[config.mk]
export PLATFORM = sky130hd
export DESIGN_NAME = complex_magnitude_stream
export DESIGN_NICKNAME = d
export VERILOG_FILES = /design/src/rtl/complex_magnitude_stream.sv
export SDC_FILE = /design/constraint.sdc
export NUM_CORES = 1
export LEC_CHECK = 0
export ABC_AREA = 1
export CAP_MARGIN = 5
export CORE_ASPECT_RATIO = 0.9
export CORE_MARGIN = 2
export CORE_UTILIZATION = 35
export DETAILED_ROUTE_END_ITERATION = 10
export SETUP_SLACK_MARGIN = 0.4
export SLEW_MARGIN = 20
export SYNTH_ARGS = -nofsm -noshare
export SYNTH_HDL_FRONTEND = slang
export SYNTH_SLANG_ARGS = --single-unit
[constraint.sdc]
create_clock -name clk -period 6.8 [get_ports clk]
set_clock_uncertainty 0.1 [all_clocks]
set_input_delay 2.04 -clock clk [delete_from_list [all_inputs] [get_ports clk]]
set_output_delay 2.04 -clock clk [all_outputs]
set_load 0.01 [all_outputs]
[src/rtl/complex_magnitude_stream.sv]
// complex_magnitude_stream: pipelined alpha*max+beta*min |I+jQ| estimator with block peak/exponent tracking
module complex_magnitude_stream #(
   parameter int WIDTH     = 16,
   parameter bit IS_SIGNED = 1'b1,
   parameter int BLOCK_LEN = 64
) (
   input  logic                     clk,
   input  logic                     rst,
   input  logic                     s_valid,
   output logic                     s_ready,
   input  logic [WIDTH-1:0]         s_i,
   input  logic [WIDTH-1:0]         s_q,
   input  logic [1:0]               s_mode,
   output logic                     m_valid,
   input  logic                     m_ready,
   output logic [WIDTH-1:0]         m_mag,
   output logic                     m_last,
   output logic                     peak_valid,
   output logic [WIDTH-1:0]         peak_mag,
   output logic [$clog2(WIDTH)-1:0] peak_exp
);
   localparam int EW = $clog2(WIDTH);
   localparam int CW = $clog2(BLOCK_LEN);
   logic             en, hs;
   logic             v1, v2;
   logic [WIDTH-1:0] a1, b1, mx2, mn2, mag_next, run_pk, pk_next;
   logic [1:0]       md1, md2;
   logic [WIDTH:0]   mx_e, mn_e, alt, sum;
   logic [CW-1:0]    cnt;
   logic [EW-1:0]    lead;
   assign en      = !m_valid || m_ready;
   assign s_ready = en;
   assign hs      = m_valid && m_ready;
   assign m_last  = m_valid && (cnt == CW'(BLOCK_LEN - 1));
   // Unsigned WIDTH-bit result makes -2^(WIDTH-1) come out as +2^(WIDTH-1)
   function automatic logic [WIDTH-1:0] abs_f(input logic [WIDTH-1:0] x);
      return (IS_SIGNED && x[WIDTH-1]) ? -x : x;
   endfunction
   always_comb begin
      mx_e     = {1'b0, mx2};
      mn_e     = {1'b0, mn2};
      alt      = mx_e - (mx_e >> 3) + (mn_e >> 1);
      sum      = (md2 == 2'd0) ? mx_e + (mn_e >> 1) :
                 (md2 == 2'd1) ? mx_e + (mn_e >> 2) :
                 (md2 == 2'd2) ? ((alt > mx_e) ? alt : mx_e) : mx_e;
      mag_next = sum[WIDTH] ? {WIDTH{1'b1}} : sum[WIDTH-1:0];
   end
   always_ff @(posedge clk) begin
      if (rst) begin
         v1      <= 1'b0;
         v2      <= 1'b0;
         m_valid <= 1'b0;
      end else if (en) begin
         v1      <= s_valid;
         v2      <= v1;
         m_valid <= v2;
      end
   end
   // Data stages carry no reset; their valids gate everything downstream
   always_ff @(posedge clk) begin
      if (en) begin
         a1    <= abs_f(s_i);
         b1    <= abs_f(s_q);
         md1   <= s_mode;
         mx2   <= (a1 > b1) ? a1 : b1;
         mn2   <= (a1 > b1) ? b1 : a1;
         md2   <= md1;
         m_mag <= mag_next;
      end
   end
   assign pk_next = (m_mag > run_pk) ? m_mag : run_pk;
   always_comb begin
      lead = '0;
      for (int k = 0; k < WIDTH; k++)
         if (pk_next[k]) lead = EW'(k);
   end
   always_ff @(posedge clk) begin
      if (rst) begin
         cnt        <= '0;
         run_pk     <= '0;
         peak_valid <= 1'b0;
         peak_mag   <= '0;
         peak_exp   <= '0;
      end else begin
         peak_valid <= hs && m_last;
         if (hs && m_last) begin
            cnt      <= '0;
            run_pk   <= '0;
            peak_mag <= pk_next;
            peak_exp <= lead;
         end else if (hs) begin
            cnt    <= cnt + 1'b1;
            run_pk <= pk_next;
         end
      end
   end
endmodule
# --- After elaboration in Yosys (flattened, before gate mapping) ---
# Cells that the tools add are included.
word_totals:
  register_bits: 130
  latch_bits: 0
  ram_bits: 0
  romBits: 0
  elab_cells: 61
  mem_count: 0
classes:
  addsub: 7
  mul: 0
  n_div: 0
  order_cmp: 3
  n_eq_ne: 3
  n_shift: 0
  mux: 24
  bitwise: 0
  n_reduce_logical: 7
op_table:
  columns: ["operator", "n"]
  rows:
  - ["17-bit two-way mux", 4]
  - ["4-bit two-way mux", 14]
  - ["16-bit two-way mux", 3]
  - ["16-bit greater-than comparator", 2]
  - ["16-bit negation", 2]
  - ["15-bit two-way mux", 2]
  - ["16-bit by 14-bit adder with 17-bit output", 1]
  - ["16-bit by 15-bit adder with 17-bit output", 1]
  - ["17-bit by 15-bit adder with 17-bit output", 1]
  - ["17-bit by 16-bit greater-than comparator with 1-bit output", 1]
  - ["16-bit by 13-bit subtractor with 17-bit output", 1]
  - ["6-bit by 1-bit adder with 6-bit output, second input constant", 1]
  - ["6-bit == test, second input constant", 1]
  - ["1-bit logical AND", 3]
  - ["2-bit by 1-bit == test with 1-bit output, second input constant", 1]
  - ["2-bit == test, second input constant", 1]
  - ["2-bit zero test", 1]
  - ["2-bit OR reduction", 1]
  - ["1-bit zero test", 1]
  - ["1-bit logical OR", 1]
  - ["1-bit two-way mux", 1]

# --- Depth between registers and ports, before layout ---
# Gate-level depths: netlist (run 1).
logic_depth:
  depth_word: 17
  mapped_depth: 30
  mapped_depth_nobuf: 29

# --- Worst setup path after synthesis (run 1) ---
# No wires, ideal clock.
synth_timing:
  path_type: "input-to-output"
  start: "input port m_ready"
  end: "output port s_ready"
  arrival_time_ns: 3.795
  required_ns: 4.660
  path_slack_ns: 0.865
  path_stages: 2
  n_path_buf: 0
  path_cell_list: "nor2_1 inv_1"
synth_via:
  elab_chain_cells: 1
synth_rtl:
  columns: ["item", "line_no", "text"]
  rows:
  - ["from (decl)", "15", "input logic m_ready,"]
  - ["1-bit logical OR", "31", "assign en = !m_valid || m_ready;"]
  - ["to (decl)", "10", "output logic s_ready,"]
# No other way between the ends.

# --- Worst setup path after layout (run 1) ---
# Same ends and word-level chain as after synthesis.

==> results of run 1 <==
-- metrics by stage --
| stage | cells | hold WS, ns | setup slack (ns) | util, % | power [mW] |
|---|---|---|---|---|---|
| final | 1638 | 0.318 | 1.23 | 41.9 | 5.56 |
| after global routing | 1638 | 0.334 | 1.09 | 41.9 | 6.12 |
| after CTS | 1638 | 0.320 | 1.19 | 41.9 | 5.56 |
| after detailed placement | 1606 | 0.306 | 1.20 | 39.8 | 4.67 |
| after global placement | 1606 | 0.302 | 1.23 | 39.8 | 4.60 |
| after floorplan | 1194 | 0.300 | 0.865 | - | 3.86 |
-- sequential cells by signal, summed over array words and instances, names as in the netlist --
register,count
a1,16
b1,16
m_mag,16
mx2,16
peak_mag,16
run_pk,16
mn2,15
cnt,6
peak_exp,4
md1,2
md2,2
m_valid,1
peak_valid,1
v1,1
v2,1
-- logic make-up after synthesis --
group / Yosys count / synth area share (%)
AO/OA/AOI/OAI: 268 / 15.5
XOR/XNOR: 53 / 4.83
adder cells (fa/ha/maj): 114 / 16.0
buffers and inverters: 226 / 9.30
flip-flops: 129 / 35.5
AND/OR/NAND/NOR: 404 / 18.9
-- worst max path at each step --
| stage | from | end | slack (ns) | cells after the start |
|---|---|---|---|---|
| after detailed placement | m_ready | s_ready | 1.20 | 4 |
| after floorplan | m_ready | s_ready | 0.87 | 2 |
| after global placement | m_ready | s_ready | 1.23 | 4 |
| after global routing | m_ready | s_ready | 1.09 | 4 |
| final | m_ready | s_ready | 1.23 | 4 |
| after CTS | m_ready | s_ready | 1.19 | 4 |
-- report_power, final --
part / switching, mW / total, mW / internal, mW
logic: 2.15 / 3.51 / 1.36
clock network: 0.361 / 0.870 / 0.508
registers: 0.157 / 1.18 / 1.02
total: 2.67 / 5.56 / 2.89
-- synth_stat cells (all sizes together) (5+ instances only) --
| master | instances |
|---|---|
| o21ai | 110 |
| dfxtp | 46 |
| nand2 | 229 |
| o211ai | 5 |
| xor2 | 31 |
| a21oi | 118 |
| edfxtp | 83 |
| nand3 | 45 |
| nor4 | 7 |
| nor3 | 15 |
| ha | 99 |
| buf | 6 |
| nor2 | 82 |
| clkbuf | 19 |
| a31oi | 9 |
| nand4 | 18 |
| xnor2 | 22 |
| fa | 15 |
| inv | 200 |
-- metal layers --
metal,wire length (um),up-vias,share of wire [%]
met4,240,0,1.1
met2,9920,147,47
met5,0,-,0
met3,738,19,3.5
met1,10400,3503,49
li1,-,4151,-
-- critical path, cell delays in order --
cell             delay [ns]
clkdlybuf4s50_1        0.42
nor2_1                 0.30
clkinv_2               0.16
clkdlybuf4s50_1        0.51
-- cell type report --
cell class                 count  share of cell area, %
multi-input combinational    839                   47.1
sequential                   129                   30.2
timing repair buffer          83                   7.21
inverter                     201                   6.70
tap                          354                   3.91
clock buffer                  18                   3.79
clock inverter                14                   1.16
==> flow_metrics.env, run 1 <==
export IMPL_yosysWarnings=0
export IMPL_ys_ff_latch=129
export IMPL_antenna_found_initial=0
export IMPL_grt_pass1_wl_um=34100
export IMPL_crit_path_end_kind="primary output"
export IMPL_final_cell_mix="nand2_1 (218), inv_1 (196), a21oi_1 (115), ha_1 (99), o21ai_0 (93)"
export IMPL_cts_setup_buffers=0
export IMPL_gp_congestion=0.866
export IMPL_hold_path_startpoint="md1[0]"
export IMPL_rows=57
export IMPL_postSynthCellCount=1194
export IMPL_synth_top_cell_by_area="edfxtp_1"
export IMPL_ys_seq_area_share_pct=35.5
export IMPL_peakVddDrop_uv=244
export IMPL_avgSynthCellArea_um2=8.06
export IMPL_cts_resized=0
export IMPL_dr_total_vias=7820
export IMPL_maxSlewHeadroom_pct=33.7
export IMPL_yosys_most_used_dff="edfxtp_1"
export IMPL_vias_per_cell=4.77
export IMPL_drcViolationCount=0
export IMPL_core_area_um2=27000
export IMPL_fin_crit_sh_pct=81.9
export IMPL_netlist_top_cells_area="edfxtp_1 (26%), ha_1 (13%), dfxtp_1 (9.6%), nand2_1 (8.5%), inv_1 (7.7%)"
export IMPL_async_flop_share_pct=0
export IMPL_synth_area_um2=9620
export IMPL_multiInputGateArea_um2=5320
export IMPL_dp_hpwl_um=17000
export IMPL_min_period_ns=5.57
export IMPL_io_buffers=77
export IMPL_h_tree_depth=4
export IMPL_antenna_cells=0
export IMPL_die_area_um2=28800
export IMPL_max_slew_worst_pin_slew_ns=0.993
export IMPL_grt_pass1_vias=7198
export IMPL_drv_cap=0
export IMPL_hold_path_depth=0
export IMPL_first_pass_iters=5
export IMPL_rr_worst_depth=25
export IMPL_wl_per_cell_um=13.0
export IMPL_max_freq_mhz=180
export IMPL_dpl_instance_area_um2=10800
export IMPL_die_w_um=179
export IMPL_met2_usage_pct=25.3
export IMPL_seq_area_um2=3410
export IMPL_startpoint_type="primary input"
export IMPL_critPathRequiredTime_ns=4.66
export IMPL_worstHoldPathType="flop to flop"
export IMPL_tns_ns=0
export IMPL_yosysTopAreaCellShare_pct=25.9
export IMPL_die_h_um=161
export IMPL_worstPathArrival_ns=3.43
export IMPL_grtUsageMet1_pct=19.5
export IMPL_pin_count=78
export IMPL_setup_viol=0
export IMPL_clk_pin_slew_ns=0.06
export IMPL_critPathKind="primary input to primary output"
export IMPL_status="complete, no violations"
export IMPL_timing_rr_end="m_mag[15]"
export IMPL_hold_end="md2[0]"
export IMPL_rsz0062_at_grt="false"
export IMPL_r2r_slack_ns=1.91
export IMPL_grt_util_met3_pct=2.80
export IMPL_drt_iter0_drc=376
export IMPL_finish_instance_area_um2=11300
export IMPL_synth_edf_count=83
export IMPL_p_per_area_nw_per_um2=492
export IMPL_cts_hold_buffers=0
export IMPL_cts_sinks=129
export IMPL_synthToLayoutAreaGrowth_pct=17.6
export IMPL_clockRootBuffer="clkbuf_16"
export IMPL_cts_tree="done"
export IMPL_grt_max_degree=66
export IMPL_p_leak_nw=5.19
export IMPL_worst_path_max_fanout=4
export IMPL_start_util_pct=35.6
export IMPL_clockBufferDepth=2
export IMPL_cts_made_buffers=17
export IMPL_grt_overflow_total=0
export IMPL_drive_above_1_share_pct=6.39
export IMPL_syn_num_nets=1346
export IMPL_slew_viol_final=0
export IMPL_track_usage_pct=14.9
export IMPL_hold_violations=0
export IMPL_fin_nets=1423
export IMPL_r2r_start="mx2[3]"
export IMPL_layout_commonest_cell="nand2_1"
export IMPL_busiest_layer="met2"
export IMPL_drtAntennaViolNets=0
export IMPL_post_synth_num_cell_types=54
export IMPL_fillers=2662
export IMPL_wl_um=21300
export IMPL_insertion_delay_ns=0.43
Power figures use the tool's default switching activity.
==> inputs of run 2 (changes only) <==
==> constraint.sdc (replaced) <==
create_clock -name clk -period 5.66 [get_ports clk]
set_clock_uncertainty 0.1 [all_clocks]
set_input_delay 1.698 -clock clk [delete_from_list [all_inputs] [get_ports clk]]
set_output_delay 1.698 -clock clk [all_outputs]
set_load 0.01 [all_outputs]
==> run 2 against run 1 <==
Critical path depth stayed put. Die area stayed put. Largest cell class unchanged. Clock-buffer cell count is 3 higher. Clock power is 24% higher. Wire length is 0.28% higher. Worst hold slack better by 0.00068 ns. First-iteration DRC count is 51% higher. Non-clock buffer count is 1 higher. Sequential power is 20% higher. Via count is 0.55% higher.
==> flow_metrics.env, run 2 (same netlist as run 1, synthesis figures left out) <==
export IMPL_status="complete, no violations"
export IMPL_grt_util_met3_pct=2.90
export IMPL_max_freq_mhz=206
export IMPL_drv_cap=0
export IMPL_die_h_um=161
export IMPL_maxSlewHeadroom_pct=47.7
export IMPL_cts_made_buffers=17
export IMPL_die_area_um2=28800
export IMPL_worstPathArrival_ns=3.05
export IMPL_hold_end="md2[0]"
export IMPL_pin_count=78
export IMPL_core_area_um2=27000
export IMPL_fillers=2731
export IMPL_critPathKind="primary input to primary output"
export IMPL_startpoint_type="primary input"
export IMPL_crit_path_end_kind="primary output"
export IMPL_grt_overflow_total=0
export IMPL_rr_worst_depth=24
export IMPL_wl_um=21300
export IMPL_tns_ns=0
export IMPL_r2r_slack_ns=0.97
export IMPL_clockRootBuffer="clkbuf_16"
export IMPL_cts_resized=0
export IMPL_track_usage_pct=15.7
export IMPL_grtUsageMet1_pct=20.8
export IMPL_r2r_start="mx2[4]"
export IMPL_first_pass_iters=5
export IMPL_hold_path_startpoint="md1[0]"
export IMPL_dp_slack_ns=0.761
export IMPL_met2_usage_pct=25.9
export IMPL_drt_iter0_drc=568
export IMPL_vias_per_cell=4.80
export IMPL_rows=57
export IMPL_layout_commonest_cell="nand2_1"
export IMPL_die_w_um=179
export IMPL_gp_congestion=0.866
export IMPL_slew_viol_final=0
export IMPL_clk_pin_slew_ns=0.06
export IMPL_synthToLayoutAreaGrowth_pct=18.2
export IMPL_drtAntennaViolNets=0
export IMPL_cts_tree="done"
export IMPL_timing_final_ws_setup_ns=0.816
export IMPL_hold_path_depth=0
export IMPL_fin_nets=1424
export IMPL_p_per_area_nw_per_um2=590
export IMPL_insertion_delay_ns=0.43
export IMPL_antenna_found_initial=0
export IMPL_setup_viol=0
export IMPL_dp_hpwl_um=17100
export IMPL_worstHoldPathType="flop to flop"
export IMPL_dr_total_vias=7863
export IMPL_min_period_ns=4.84
export IMPL_hold_violations=0
export IMPL_grt_pass1_vias=7603
export IMPL_grt_pass1_wl_um=36000
export IMPL_fin_hold_ws_ns=0.318
export IMPL_rsz0062_at_grt="false"
export IMPL_drive_above_1_share_pct=6.54
export IMPL_peakVddDrop_uv=302
export IMPL_fin_crit_sh_pct=85.6
export IMPL_p_leak_nw=5.21
export IMPL_worst_path_max_fanout=4
export IMPL_cts_setup_buffers=0
export IMPL_start_util_pct=35.6
export IMPL_io_buffers=77
export IMPL_h_tree_depth=4
export IMPL_antenna_cells=0
export IMPL_cts_sinks=129
export IMPL_timing_rr_end="m_mag[4]"
export IMPL_busiest_layer="met2"
export IMPL_grt_max_degree=66
export IMPL_cts_hold_buffers=0
export IMPL_max_slew_worst_pin_slew_ns=0.785
export IMPL_final_cell_mix="nand2_1 (218), inv_1 (196), a21oi_1 (115), ha_1 (99), o21ai_0 (93)"
export IMPL_clockBufferDepth=2
export IMPL_critPathRequiredTime_ns=3.86
export IMPL_wl_per_cell_um=13.0
export IMPL_drcViolationCount=0
==> run 2: metal layers <==
metal / part of all wire [%] / up-vias
li1: - / 4153
met1: 48 / 3518
met2: 45 / 166
met3: 4.6 / 26
met4: 1.8 / 0
met5: 0 / -
==> run 2: worst max-delay path, stage by stage <==
cell and delay [ns]:
clkdlybuf4s50_1 0.42, nor2_1 0.27, clkinv_2 0.16, clkdlybuf4s50_1 0.51
==> run 2: area by class of cell <==
type | count | area, um^2 | area share (%)
clock buffer | 21 | 504 | 4.44
clock inverter | 11 | 92.6 | 0.815
inverter | 201 | 758 | 6.67
multi-input combinational | 839 | 5330 | 46.9
sequential | 129 | 3410 | 30.0
tap | 354 | 443 | 3.90
timing repair buffer | 84 | 823 | 7.24
==> run 2: metrics by stage <==
stage                     instances  total power, mW  area (um^2)  util (%)
after floorplan                1194             4.64         9620         -
after global placement         1607             5.51        10800      39.8
after detailed placement       1607             5.60        10800      39.8
after CTS                      1639             6.71        11400      42.0
after global routing           1639             7.44        11400      42.0
final                          1639             6.70        11400      42.0
==> run 2: where the power goes <==
| part | switching (mW) | internal, mW |
|---|---|---|
| Combinational | 2.57 | 1.63 |
| Clock | 0.437 | 0.647 |
| Sequential | 0.189 | 1.23 |
==> run 2: worst max-delay path by stage <==
stage | from | endpoint | slack (ns) | depth (start not counted)
after floorplan | m_ready | s_ready | 0.41 | 2
after global placement | m_ready | s_ready | 0.77 | 4
after detailed placement | m_ready | s_ready | 0.76 | 4
after CTS | m_ready | s_ready | 0.76 | 4
after global routing | mx2[4] | m_mag[4] | 0.45 | 24
final | m_ready | s_ready | 0.82 | 4
